$ cat config.mk
export PLATFORM = sky130hd
export DESIGN_NAME = if_fetch_stage
export DESIGN_NICKNAME = d
export VERILOG_FILES = /design/src/rtl/if_fetch_stage.sv
export SDC_FILE = /design/constraint.sdc
export NUM_CORES = 1
export LEC_CHECK = 0
export CORE_MARGIN = 3
export CORE_UTILIZATION = 45
export CTS_CLUSTER_SIZE = 40
export DETAILED_ROUTE_END_ITERATION = 10
export PLACE_DENSITY = 0.87
export SKIP_LAST_GASP = 1
export SYNTH_ARGS = -nofsm -noshare
export SYNTH_HDL_FRONTEND = slang
export SYNTH_SLANG_ARGS = --single-unit
export TNS_END_PERCENT = 10
$ cat constraint.sdc
create_clock -name clk -period 2.5 [get_ports clk]
set_input_delay 0.375 -clock clk [delete_from_list [all_inputs] [get_ports clk]]
set_output_delay 0.375 -clock clk [all_outputs]
set_load 0.02 [all_outputs]
$ cat src/rtl/if_fetch_stage.sv
// Instruction-fetch stage: PC generation, SRAM-like instruction port and the
// fs->ds handshake, with stale-read discarding after redirects.
module if_fetch_stage #(
    parameter logic [31:0] RESET_PC   = 32'h1c000000,
    parameter int unsigned FS_TO_DS_W = 65
) (
    input  logic                  clk,
    input  logic                  reset,
    input  logic                  ds_allowin,
    output logic                  fs_to_ds_valid,
    output logic [FS_TO_DS_W-1:0] fs_to_ds_bus,
    input  logic [32:0]           br_bus,
    input  logic                  wb_ex,
    input  logic [31:0]           csr_eentry,
    input  logic                  wb_ertn,
    input  logic [31:0]           csr_era,
    output logic                  inst_sram_req,
    output logic                  inst_sram_wr,
    output logic [1:0]            inst_sram_size,
    output logic [3:0]            inst_sram_wstrb,
    output logic [31:0]           inst_sram_addr,
    output logic [31:0]           inst_sram_wdata,
    input  logic                  inst_sram_addr_ok,
    input  logic                  inst_sram_data_ok,
    input  logic [31:0]           inst_sram_rdata
);

    typedef enum logic [1:0] {
        S_IDLE,
        S_REQ,
        S_WAIT,
        S_HOLD
    } state_e;

    state_e                  state_q, state_d;
    logic [31:0]             fetch_pc_q, fetch_pc_d;
    logic [31:0]             redir_pc_q, redir_pc_d;
    logic                    redir_pending_q, redir_pending_d;
    logic                    drop_q, drop_d;
    logic                    valid_q, valid_d;
    logic [FS_TO_DS_W-1:0]   bus_q, bus_d;

    logic                    br_taken;
    logic [31:0]             br_target;
    logic                    redir;
    logic [31:0]             redir_tgt;
    logic [31:0]             issue_pc;

    assign {br_taken, br_target} = br_bus;

    always_comb begin
        redir = wb_ex | wb_ertn | br_taken;
        if (wb_ex)
            redir_tgt = csr_eentry;
        else if (wb_ertn)
            redir_tgt = csr_era;
        else
            redir_tgt = br_target;
        // A live redirect beats a parked one, which beats the sequential PC.
        if (redir)
            issue_pc = redir_tgt;
        else if (redir_pending_q)
            issue_pc = redir_pc_q;
        else
            issue_pc = fetch_pc_q;
    end

    always_comb begin
        state_d         = state_q;
        fetch_pc_d      = fetch_pc_q;
        redir_pc_d      = redir_pc_q;
        redir_pending_d = redir_pending_q;
        drop_d          = drop_q;
        valid_d         = valid_q;
        bus_d           = bus_q;

        if (redir) begin
            valid_d = 1'b0;
            bus_d   = '0;
            if (state_q != S_IDLE) begin
                redir_pc_d      = redir_tgt;
                redir_pending_d = 1'b1;
            end
        end

        unique case (state_q)
            S_IDLE: begin
                fetch_pc_d      = issue_pc;
                redir_pending_d = 1'b0;
                if (issue_pc[1:0] != 2'b00) begin
                    valid_d = 1'b1;
                    bus_d   = {1'b1, 32'h0, issue_pc};
                    state_d = S_HOLD;
                end else begin
                    state_d = S_REQ;
                end
            end
            S_REQ: begin
                // Request stays pinned to fetch_pc; a redirect only marks it stale.
                if (redir)
                    drop_d = 1'b1;
                if (inst_sram_addr_ok)
                    state_d = S_WAIT;
            end
            S_WAIT: begin
                if (inst_sram_data_ok) begin
                    if (drop_q || redir) begin
                        drop_d  = 1'b0;
                        state_d = S_IDLE;
                    end else begin
                        valid_d    = 1'b1;
                        bus_d      = {1'b0, inst_sram_rdata, fetch_pc_q};
                        fetch_pc_d = fetch_pc_q + 32'd4;
                        state_d    = S_HOLD;
                    end
                end else if (redir) begin
                    drop_d = 1'b1;
                end
            end
            S_HOLD: begin
                if (redir) begin
                    state_d = S_IDLE;
                end else if (ds_allowin) begin
                    valid_d = 1'b0;
                    state_d = S_IDLE;
                    if (bus_q[FS_TO_DS_W-1])
                        fetch_pc_d = fetch_pc_q + 32'd4;
                end
            end
            default: state_d = S_IDLE;
        endcase
    end

    always_ff @(posedge clk) begin
        if (reset) begin
            state_q         <= S_IDLE;
            fetch_pc_q      <= RESET_PC;
            redir_pc_q      <= '0;
            redir_pending_q <= 1'b0;
            drop_q          <= 1'b0;
            valid_q         <= 1'b0;
            bus_q           <= '0;
        end else begin
            state_q         <= state_d;
            fetch_pc_q      <= fetch_pc_d;
            redir_pc_q      <= redir_pc_d;
            redir_pending_q <= redir_pending_d;
            drop_q          <= drop_d;
            valid_q         <= valid_d;
            bus_q           <= bus_d;
        end
    end

    assign fs_to_ds_valid  = valid_q;
    assign fs_to_ds_bus    = bus_q;
    assign inst_sram_req   = (state_q == S_REQ);
    assign inst_sram_addr  = fetch_pc_q;
    assign inst_sram_wr    = 1'b0;
    assign inst_sram_size  = 2'b10;
    assign inst_sram_wstrb = '0;
    assign inst_sram_wdata = '0;

endmodule
==> flow_metrics.env, run 1 <==
export IMPL_cp_start_kind="flop"
export IMPL_synth_seq_area_share=0.347
export IMPL_worstMarginPinSlew_ns=0.897
export IMPL_routed_via_density=6.21
export IMPL_post_route_period_util=0.936
export IMPL_first_pass_iters=7
export IMPL_slew_viol_final=0
export IMPL_rows=47
export IMPL_slew_headroom=0.400
export IMPL_synth_ff_type="dfxtp_1"
export IMPL_syn_avg_cell_area_sq_um=8.13
export IMPL_grt_pass1_wl_mm=42.5
export IMPL_core_area_sq_um=16700
export IMPL_die_area_sq_um=18800
export IMPL_regToRegEndpoint="fs_to_ds_bus[31]"
export IMPL_start_util=0.462
export IMPL_pwr_share_clk=0.201
export IMPL_drt_iter0_drc=903
export IMPL_wl_mm=27.8
export IMPL_status="finished clean"
export IMPL_dp_hpwl_mm=20.3
export IMPL_fin_cells=1408
export IMPL_clk_path_buf_depth=2
export IMPL_synth_edf_count=0
export IMPL_switchingPower_mw=5.08
export IMPL_cts_repair_resized=0
export IMPL_gp_congestion=0.966
export IMPL_hp_class="in2reg"
export IMPL_die_h_um=137
export IMPL_finalCriticalPeriod_ns=2.34
export IMPL_fmax_ghz=0.428
export IMPL_hold_viol=0
export IMPL_drc=0
export IMPL_grt_antenna_before_repair=0
export IMPL_clk_pin_slew_ns=0.06
export IMPL_avgRoutedWirePerCell_um=19.8
export IMPL_area_delta_synth_final_pct=43.2
export IMPL_worstPathRequired_ns=2.81
export IMPL_grt_pass1_vias=8331
export IMPL_r2r_start="state_q[1]"
export IMPL_drive_above_1_share=0.110
export IMPL_rsz0062_at_grt="no"
export IMPL_whs_path_depth=2
export IMPL_clk_insertion_delay_late_ns=0.42
export IMPL_cts_tree="done"
export IMPL_cts_hold_buf=0
export IMPL_nets=1316
export IMPL_setup_violations=0
export IMPL_yosysTopAreaCell="dfxtp_1"
export IMPL_ir_worst_vdd_mv=0.756
export IMPL_maxCapViolCount=0
export IMPL_yosysTopAreaCellShare=0.347
export IMPL_syn_area_sq_um=7720
export IMPL_yosys_warnings=0
export IMPL_netSwitchingFraction=0.429
export IMPL_grt_util_all_layers=0.286
export IMPL_overflow=0
export IMPL_place_inst=1376
export IMPL_power_leakage_nw=4.08
export IMPL_power_density_nw_per_um2=1070
export IMPL_finClkSkew_ns=0.00827
export IMPL_worstPathArrival_ns=2.65
export IMPL_hp_start="reset"
export IMPL_final_util=0.662
export IMPL_cts_buffers=17
export IMPL_critPathMaxFanout=33
export IMPL_p_int_mw=6.76
export IMPL_n_antenna_cell=0
export IMPL_p_total_mw=11.8
export IMPL_fin_hold_ws_ns=0.300
export IMPL_postCtsSetupBuffers=0
export IMPL_p_comb_frac=0.523
export IMPL_ant_nets=0
export IMPL_path_class="reg2reg"
export IMPL_grt_max_degree=92
export IMPL_synth_async_reset_ratio=0
export IMPL_h_tree_depth=4
export IMPL_port_buffers=234
export IMPL_cts_sinks=134
export IMPL_cts_root_buf="clkbuf_16"
export IMPL_yosys_cell_types_count=57
export IMPL_hold_end="inst_sram_addr[0]"
export IMPL_via_count=8746
export IMPL_r2r_slack_ns=0.16
export IMPL_synthTopCellsByArea="dfxtp_1 35%, mux2i_1 5.7%, a21oi_1 5.2%"
export IMPL_die_width_um=137
export IMPL_seq_power_share=0.276
export IMPL_synthCells=950
export IMPL_synth_seq_cells=134
export IMPL_critPathCaptureType="flop"
export IMPL_pin_count=274
export IMPL_r2r_worst_path_cells=8
## worst max-delay path, cell delays in order, from the launching register on
cell,delay (ns)
dfxtp_1,0.40
inv_1,0.09
ha_1,0.28
inv_1,0.22
a211oi_1,0.09
a2111o_1,0.46
and3_1,0.24
buf_12,0.17
a221o_1,0.29
## per-layer routing
metal | vias to the layer above | global-route usage | wire [um]
li1 | 4002 | - | -
met1 | 4063 | 0.336 | 10200
met2 | 571 | 0.483 | 13400
met3 | 110 | 0.0676 | 2810
met4 | 0 | 0.149 | 1430
met5 | - | 0 | 0
## power groups by stage
| stage | clock network [mW] | logic (mW) | registers, mW |
|---|---|---|---|
| final | 2.38 | 6.19 | 3.27 |
| after global routing | 2.50 | 6.64 | 3.33 |
| after CTS | 2.39 | 6.10 | 3.24 |
| after detailed placement | 0 | 6.03 | 3.28 |
| after global placement | 0 | 5.89 | 3.26 |
| after floorplan | 0 | 3.22 | 3.50 |
## synthesized netlist by cell type, types with 3 or more instances
library cell and count:
nor4_1 11, a22oi_1 8, buf_1 6, nand2_1 54, nand2b_1 8, o21bai_1 3
a31o_2 3, mux2i_1 44, nand3_1 19, o221ai_1 5, inv_1 16, dfxtp_1 134
a21oi_1 81, nor3_1 59, nor2_1 63, a22o_1 32, o32ai_1 7, nand4_1 8
or4_1 3, and3_1 9, ha_1 5, a211oi_1 30, o21ai_0 43, mux2_2 6
clkbuf_1 72, buf_2 15, a21o_1 10, nor2b_1 16, a31oi_1 6, or2_2 3
o211ai_1 8, and4_1 4, o22ai_1 24, or3_1 4, a222oi_1 26, buf_6 3
and2_1 6, a221oi_1 31, buf_4 40
## registers in the layout, summed over array words and instances, names as in the netlist
name	cells
fs_to_ds_bus	65
inst_sram_addr	32
redir_pc_q	32
state_q	2
drop_q	1
fs_to_ds_valid	1
redir_pending_q	1
## per-stage QoR
stage / setup TNS, ns / worst slack, ns / cell area (sq um)
finish: 0 / 0.161 / 11100
global placement: -5.88 / -0.131 / 10500
detailed placement: -6.48 / -0.149 / 10500
CTS: 0 / 0.105 / 11100
global route: 0 / 0.00664 / 11100
floorplan: 0 / 0.309 / 7860
## layout by cell type (no fill, tap or decap), drive strengths merged, types with 26 or more instances in the layout
| cell | netlist | layout |
|---|---|---|
| clkdlybuf4s50 | 0 | 231 |
| dfxtp | 134 | 134 |
| a21oi | 81 | 81 |
| buf | 64 | 74 |
| nor2 | 63 | 63 |
| nor3 | 59 | 59 |
| nand2 | 54 | 54 |
| o21ai | 45 | 45 |
| mux2i | 44 | 44 |
| conb | 2 | 39 |
| a22o | 32 | 32 |
| a221oi | 31 | 31 |
| a211oi | 30 | 30 |
| a222oi | 26 | 26 |
## layout make-up
class                      instances  area (sq um)
clock buffer                      17           425
clock inverter                    15           134
fill                            1344          5640
inverter                          16          60.1
multi-input combinational        701          4440
sequential                       134          2690
tap                              220           275
timing repair buffer             305          3040
## cells by family (layout without fill, tap and decap cells)
kind of cell | Yosys count | count (layout) | synth area share
AOI/OAI and AO/OA | 334 | 334 | 0.305
DFF | 134 | 134 | 0.347
muxes | 50 | 50 | 0.0658
buffers and inverters | 152 | 353 | 0.0987
other | 2 | 39 | 0.000972
adders and majority gates | 5 | 5 | 0.00810
and+or+nand+nor | 273 | 273 | 0.174
## worst max-delay path by stage
stage	start	end	slack, ns	cells past startpoint
finish	state_q[1]	fs_to_ds_bus[31]	0.16	8
global route	br_bus[32]	fs_to_ds_bus[16]	0.007	8
CTS	inst_sram_addr[3]	inst_sram_addr[18]	0.11	7
detailed placement	br_bus[32]	fs_to_ds_bus[18]	-0.15	8
global placement	br_bus[32]	fs_to_ds_bus[30]	-0.13	8
floorplan	wb_ertn	fs_to_ds_bus[32]	0.31	9
(Power assumes the default switching activity.)
==> run 2, diff against run 1 <==
--- a/config.mk
+++ b/config.mk
@@ -7,6 +7,7 @@
 export LEC_CHECK = 0
 export CORE_MARGIN = 3
 export CORE_UTILIZATION = 45
+export CTS_BUF_LIST = sky130_fd_sc_hd__clkbuf_4
 export CTS_CLUSTER_SIZE = 40
 export DETAILED_ROUTE_END_ITERATION = 10
 export PLACE_DENSITY = 0.87
==> run 2 against run 1 <==
First-iteration DRC count decreased by 11%. Non-clock buffer count unchanged. Fmax decreased by 2.5%. Sequential share of layout area is 0.65 points higher. Clock power is 42% lower. Combinational power is 0.6% lower. Power fell by 8.8%. Wire length fell by 1.7%. Via count decreased by 0.19%. Utilization fell by 1.8 points. Critical path type unchanged.
==> flow_metrics.env, run 2 (same netlist as run 1, synthesis figures left out) <==
export IMPL_status="finished clean"
export IMPL_most_common_layout_cells="231 x clkdlybuf4s50_1, 133 x dfxtp_1, 81 x a21oi_1, 61 x nor2_1"
export IMPL_clk_pin_slew_ns=0.14
export IMPL_layout_cells_most_common="clkdlybuf4s50_1"
export IMPL_worstPathRequired_ns=3.01
export IMPL_worstPathArrival_ns=2.91
export IMPL_routed_via_density=6.20
export IMPL_power_density_nw_per_um2=1000
export IMPL_post_route_period_util=0.960
export IMPL_hp_class="in2reg"
export IMPL_clk_insertion_delay_late_ns=0.58
export IMPL_drc=0
export IMPL_ant_nets=0
export IMPL_n_antenna_cell=0
export IMPL_die_h_um=137
export IMPL_first_pass_iters=6
export IMPL_finClkSkew_ns=0.0196
export IMPL_critPathCaptureType="flop"
export IMPL_path_class="reg2reg"
export IMPL_power_leakage_nw=3.95
export IMPL_cts_buffers=17
export IMPL_tns_ns=0
export IMPL_overflow=0
export IMPL_core_area_sq_um=16700
export IMPL_avgRoutedWirePerCell_um=19.4
export IMPL_maxCapViolCount=0
export IMPL_crit_start="inst_sram_addr[3]"
export IMPL_clk_path_buf_depth=2
export IMPL_grt_max_degree=92
export IMPL_drt_iter0_drc=802
export IMPL_slew_viol_final=0
export IMPL_regToRegEndpoint="inst_sram_addr[18]"
export IMPL_pin_count=274
export IMPL_final_util=0.645
export IMPL_hold_viol=0
export IMPL_via_count=8729
export IMPL_cts_sinks=134
export IMPL_critPathSlowestCell="dfxtp_1"
export IMPL_cts_tree="done"
export IMPL_worstMarginPinSlew_ns=0.823
export IMPL_area_delta_synth_final_pct=39.4
export IMPL_slew_headroom=0.449
export IMPL_postCtsSetupBuffers=0
export IMPL_rsz0062_at_grt="no"
export IMPL_r2r_slack_ns=0.10
export IMPL_dp_hpwl_mm=20.3
export IMPL_r2r_worst_path_cells=7
export IMPL_r2r_start="inst_sram_addr[3]"
export IMPL_die_area_sq_um=18800
export IMPL_fmax_ghz=0.417
export IMPL_nets=1316
export IMPL_fin_hold_ws_ns=0.141
export IMPL_die_width_um=137
export IMPL_crit_chain="ha_1 -> and4_1 -> nand2_1 -> buf_4 -> o41ai_1 -> a21oi_1 -> a211oi_1"
export IMPL_cts_hold_buf=0
export IMPL_grt_util_all_layers=0.282
export IMPL_cts_repair_resized=0
export IMPL_ir_worst_vdd_mv=0.702
export IMPL_slowest_delay_ns=0.60
export IMPL_drive_above_1_share=0.110
export IMPL_finalCriticalPeriod_ns=2.40
export IMPL_rows=47
export IMPL_port_buffers=234
export IMPL_dpl_worst_slack_ns=-0.149
export IMPL_grt_antenna_before_repair=0
export IMPL_critPathMaxFanout=9
export IMPL_h_tree_depth=4
export IMPL_crit_end="inst_sram_addr[18]"
export IMPL_gp_congestion=0.966
export IMPL_grt_pass1_wl_mm=41.8
export IMPL_cp_start_kind="flop"
export IMPL_largest_reg_flops=65
export IMPL_start_util=0.462
export IMPL_setup_violations=0
export IMPL_final_setup_worst_slack_ns=0.101
export IMPL_cts_root_buf="clkbuf_4"
export IMPL_wl_mm=27.4
export IMPL_grt_pass1_vias=8227
[run 2: cell counts in the layout (fill, tap and decap cells not counted)]
Identical to the previous run, type by type.
[run 2: how the worst min path moves through the flow]
stage | start | end | cells past startpoint
2_1_floorplan | redir_pc_q[21] | redir_pc_q[21] | 2
3_3_place_gp | redir_pc_q[26] | redir_pc_q[26] | 2
3_5_place_dp | redir_pc_q[21] | redir_pc_q[21] | 2
4_1_cts | reset | inst_sram_addr[0] | 2
5_1_grt | reset | inst_sram_addr[0] | 2
6_report | reset | inst_sram_addr[0] | 2
[run 2: stage by stage]
step | power (mW) | std cells | area, sq um
2_1_floorplan | 6.72 | 987 | 7860
3_3_place_gp | 9.16 | 1376 | 10500
3_5_place_dp | 9.31 | 1376 | 10500
4_1_cts | 10.7 | 1408 | 10800
5_1_grt | 11.4 | 1408 | 10800
6_report | 10.8 | 1408 | 10800
[run 2: routing by layer]
metal / track usage / wire length, um / share of wire
met1: 0.328 / 9900 / 0.36
met2: 0.476 / 13200 / 0.48
met3: 0.0691 / 2930 / 0.11
met4: 0.152 / 1370 / 0.050
met5: 0 / 0 / 0
[run 2: cell type report]
| type | instances | area (sq um) |
|---|---|---|
| repair buffers | 305 | 3040 |
| clock inverters | 15 | 134 |
| inverters | 16 | 60.1 |
| clock buffers | 17 | 128 |
| multi-input cells | 701 | 4450 |
| well taps | 220 | 275 |
| flip-flops and latches | 134 | 2680 |
| fillers | 1404 | 5930 |
[run 2: critical path, delay by kind of cell, from the launching register on]
kind	cells	cell delay (ns)
buffers and inverters	1	0.17
AND/OR/NAND/NOR	2	0.46
AO/OA/AOI/OAI	3	0.78
flip-flops	1	0.60
adder cells (fa/ha/maj)	1	0.31
[run 2: report_power, final]
part / total (mW) / internal, mW / switching, mW
clock network: 1.39 / 0.429 / 0.961
registers: 3.26 / 2.67 / 0.593
logic: 6.15 / 2.77 / 3.37
==> run 3, diff against run 2 <==
--- a/config.mk
+++ b/config.mk
@@ -6,11 +6,11 @@
 export NUM_CORES = 1
 export LEC_CHECK = 0
 export CORE_MARGIN = 3
-export CORE_UTILIZATION = 45
+export CORE_UTILIZATION = 42
 export CTS_BUF_LIST = sky130_fd_sc_hd__clkbuf_4
 export CTS_CLUSTER_SIZE = 40
 export DETAILED_ROUTE_END_ITERATION = 10
-export PLACE_DENSITY = 0.87
+export PLACE_DENSITY = 0.86
 export SKIP_LAST_GASP = 1
 export SYNTH_ARGS = -nofsm -noshare
 export SYNTH_HDL_FRONTEND = slang
==> constraint.sdc (replaced) <==
create_clock -name clk -period 2 [get_ports clk]
set_input_delay 0.3 -clock clk [delete_from_list [all_inputs] [get_ports clk]]
set_output_delay 0.3 -clock clk [all_outputs]
set_load 0.02 [all_outputs]
==> run 3 against run 2 <==
Die area increased by 6.8%. Register-to-register slack got worse by 0.14 ns. Clock power is 18% higher. Global-route usage fell by 0.13 points. The flow now finishes with violations (negative setup slack). First-iteration DRC count rose by 34%.
==> flow_metrics.env, run 3 (same netlist as run 1, synthesis figures left out) <==
export IMPL_dp_hpwl_mm=22.1
export IMPL_hp_class="in2reg"
export IMPL_avgRoutedWirePerCell_um=20.2
export IMPL_cp_start_kind="flop"
export IMPL_die_h_um=142
export IMPL_hold_viol=0
export IMPL_port_buffers=234
export IMPL_grt_pass1_wl_mm=45.3
export IMPL_setup_violations=44
export IMPL_met3_length_mm=2.81
export IMPL_finalCriticalPeriod_ns=2.04
export IMPL_wl_mm=29.9
export IMPL_via_count=9080
export IMPL_rsz0062_at_grt="yes"
export IMPL_clk_pin_slew_ns=0.11
export IMPL_die_area_sq_um=20000
export IMPL_gp_congestion=0.974
export IMPL_nFillCells=1419
export IMPL_worstMarginPinSlew_ns=0.915
export IMPL_postCtsSetupBuffers=0
export IMPL_slowest_delay_ns=0.64
export IMPL_clk_insertion_delay_late_ns=0.56
export IMPL_p_total_mw=14.5
export IMPL_cts_root_buf="clkbuf_4"
export IMPL_routed_via_density=6.12
export IMPL_first_pass_iters=6
export IMPL_h_tree_depth=4
export IMPL_cts_buffers=17
export IMPL_dpl_worst_slack_ns=-0.725
export IMPL_final_area_sq_um=11500
export IMPL_largest_reg_flops=65
export IMPL_worstPathRequired_ns=1.70
export IMPL_grt_antenna_before_repair=0
export IMPL_overflow=0
export IMPL_nets=1387
export IMPL_worstPathArrival_ns=1.74
export IMPL_clk_path_buf_depth=2
export IMPL_status="complete, but fails checks"
export IMPL_critPathCaptureType="primary output"
export IMPL_cts_tree="done"
export IMPL_power_density_nw_per_um2=1250
export IMPL_critPathMaxFanout=9
export IMPL_post_route_period_util=1.02
export IMPL_fin_cells=1483
export IMPL_grt_util_all_layers=0.281
export IMPL_power_leakage_nw=4.41
export IMPL_slew_headroom=0.388
export IMPL_fmax_ghz=0.490
export IMPL_pin_count=274
export IMPL_crit_chain="buf_4 -> clkdlybuf4s50_1"
export IMPL_ir_worst_vdd_mv=0.830
export IMPL_drc=0
export IMPL_highest_layer="met4"
export IMPL_grt_pass1_vias=8705
export IMPL_finClkSkew_ns=0.0251
export IMPL_place_area_sq_um=11100
export IMPL_tns_ns=-0.980
export IMPL_met2_length_mm=14.9
export IMPL_slew_viol_final=0
export IMPL_ant_nets=0
export IMPL_start_util=0.437
export IMPL_place_inst=1450
export IMPL_critPathSlowestCell="clkdlybuf4s50_1"
export IMPL_area_delta_synth_final_pct=49.4
export IMPL_final_util=0.653
export IMPL_drive_above_1_share=0.185
export IMPL_core_area_sq_um=17700
export IMPL_layout_cells_most_common="clkdlybuf4s50_1"
export IMPL_fin_hold_ws_ns=0.250
export IMPL_violations="negative setup slack"
export IMPL_path_class="reg2out"
export IMPL_final_setup_worst_slack_ns=-0.0424
export IMPL_rows=48
export IMPL_most_common_layout_cells="226 x clkdlybuf4s50_1, 128 x dfxtp_1, 123 x buf_4, 80 x a21oi_1, 61 x nor2_1"
export IMPL_n_antenna_cell=0
export IMPL_grt_max_degree=67
export IMPL_drt_iter0_drc=1071
export IMPL_wl_met1_mm=10.9
export IMPL_die_width_um=142
export IMPL_maxCapViolCount=0
export IMPL_cts_sinks=134
run 3: cell types whose count changed in the layout (fill, tap and decap cells not counted), moves of 3 or more:
cell	previous run	this run
dfxtp_2	1	5
inv_8	3	0
clkinv_2	0	4
dfxtp_1	133	128
inv_1	16	13
buf_6	0	3
buf_4	57	123
inv_6	5	0
clkdlybuf4s50_1	231	226
clkinv_1	0	4
a221oi_2	0	21
a221oi_1	31	10
run 3: worst paths after layout:
path | start | to | slack (ns) | cells after the start
max | inst_sram_addr[26] | inst_sram_addr[26] | -0.04 | 2
min | reset | state_q[0] | 0.25 | 3
max reg2reg | state_q[0] | inst_sram_addr[31] | -0.04 | 8
min reg2reg | redir_pc_q[23] | redir_pc_q[23] | 0.46 | 2
run 3: layout make-up:
type / instances / area (sq um) / area share
Multi-Input combinational cell: 701 / 4650 / 0.403
Timing Repair Buffer: 376 / 3620 / 0.314
Sequential cell: 134 / 2690 / 0.233
Tap cell: 225 / 282 / 0.0244
Clock buffer: 19 / 143 / 0.0124
Clock inverter: 12 / 88.8 / 0.00770
Inverter: 16 / 65.1 / 0.00564
run 3: report_power, final:
group	total (mW)	internal, mW	switching (mW)
clock network	1.64	0.611	1.03
registers	3.85	3.35	0.503
logic	8.98	4.07	4.92
run 3: timing repair:
action,in CTS,in global routing
endpoints found under the setup margin,98,126
hold endpoints to repair,0,0
gates cloned,0,2
resized for setup,18,24
pin swaps,2,2
hold buffers,0,0
run 3: routing by layer:
metal | up-vias | track usage
li1 | 4147 | -
met1 | 4264 | 0.329
met2 | 565 | 0.495
met3 | 104 | 0.0640
met4 | 0 | 0.111
met5 | - | 0
run 3: critical path, delay by kind of cell, from the launching register on:
| family | cells | cell delay (ns) |
|---|---|---|
| flip-flops | 1 | 0.36 |
| buffers and inverters | 2 | 0.83 |
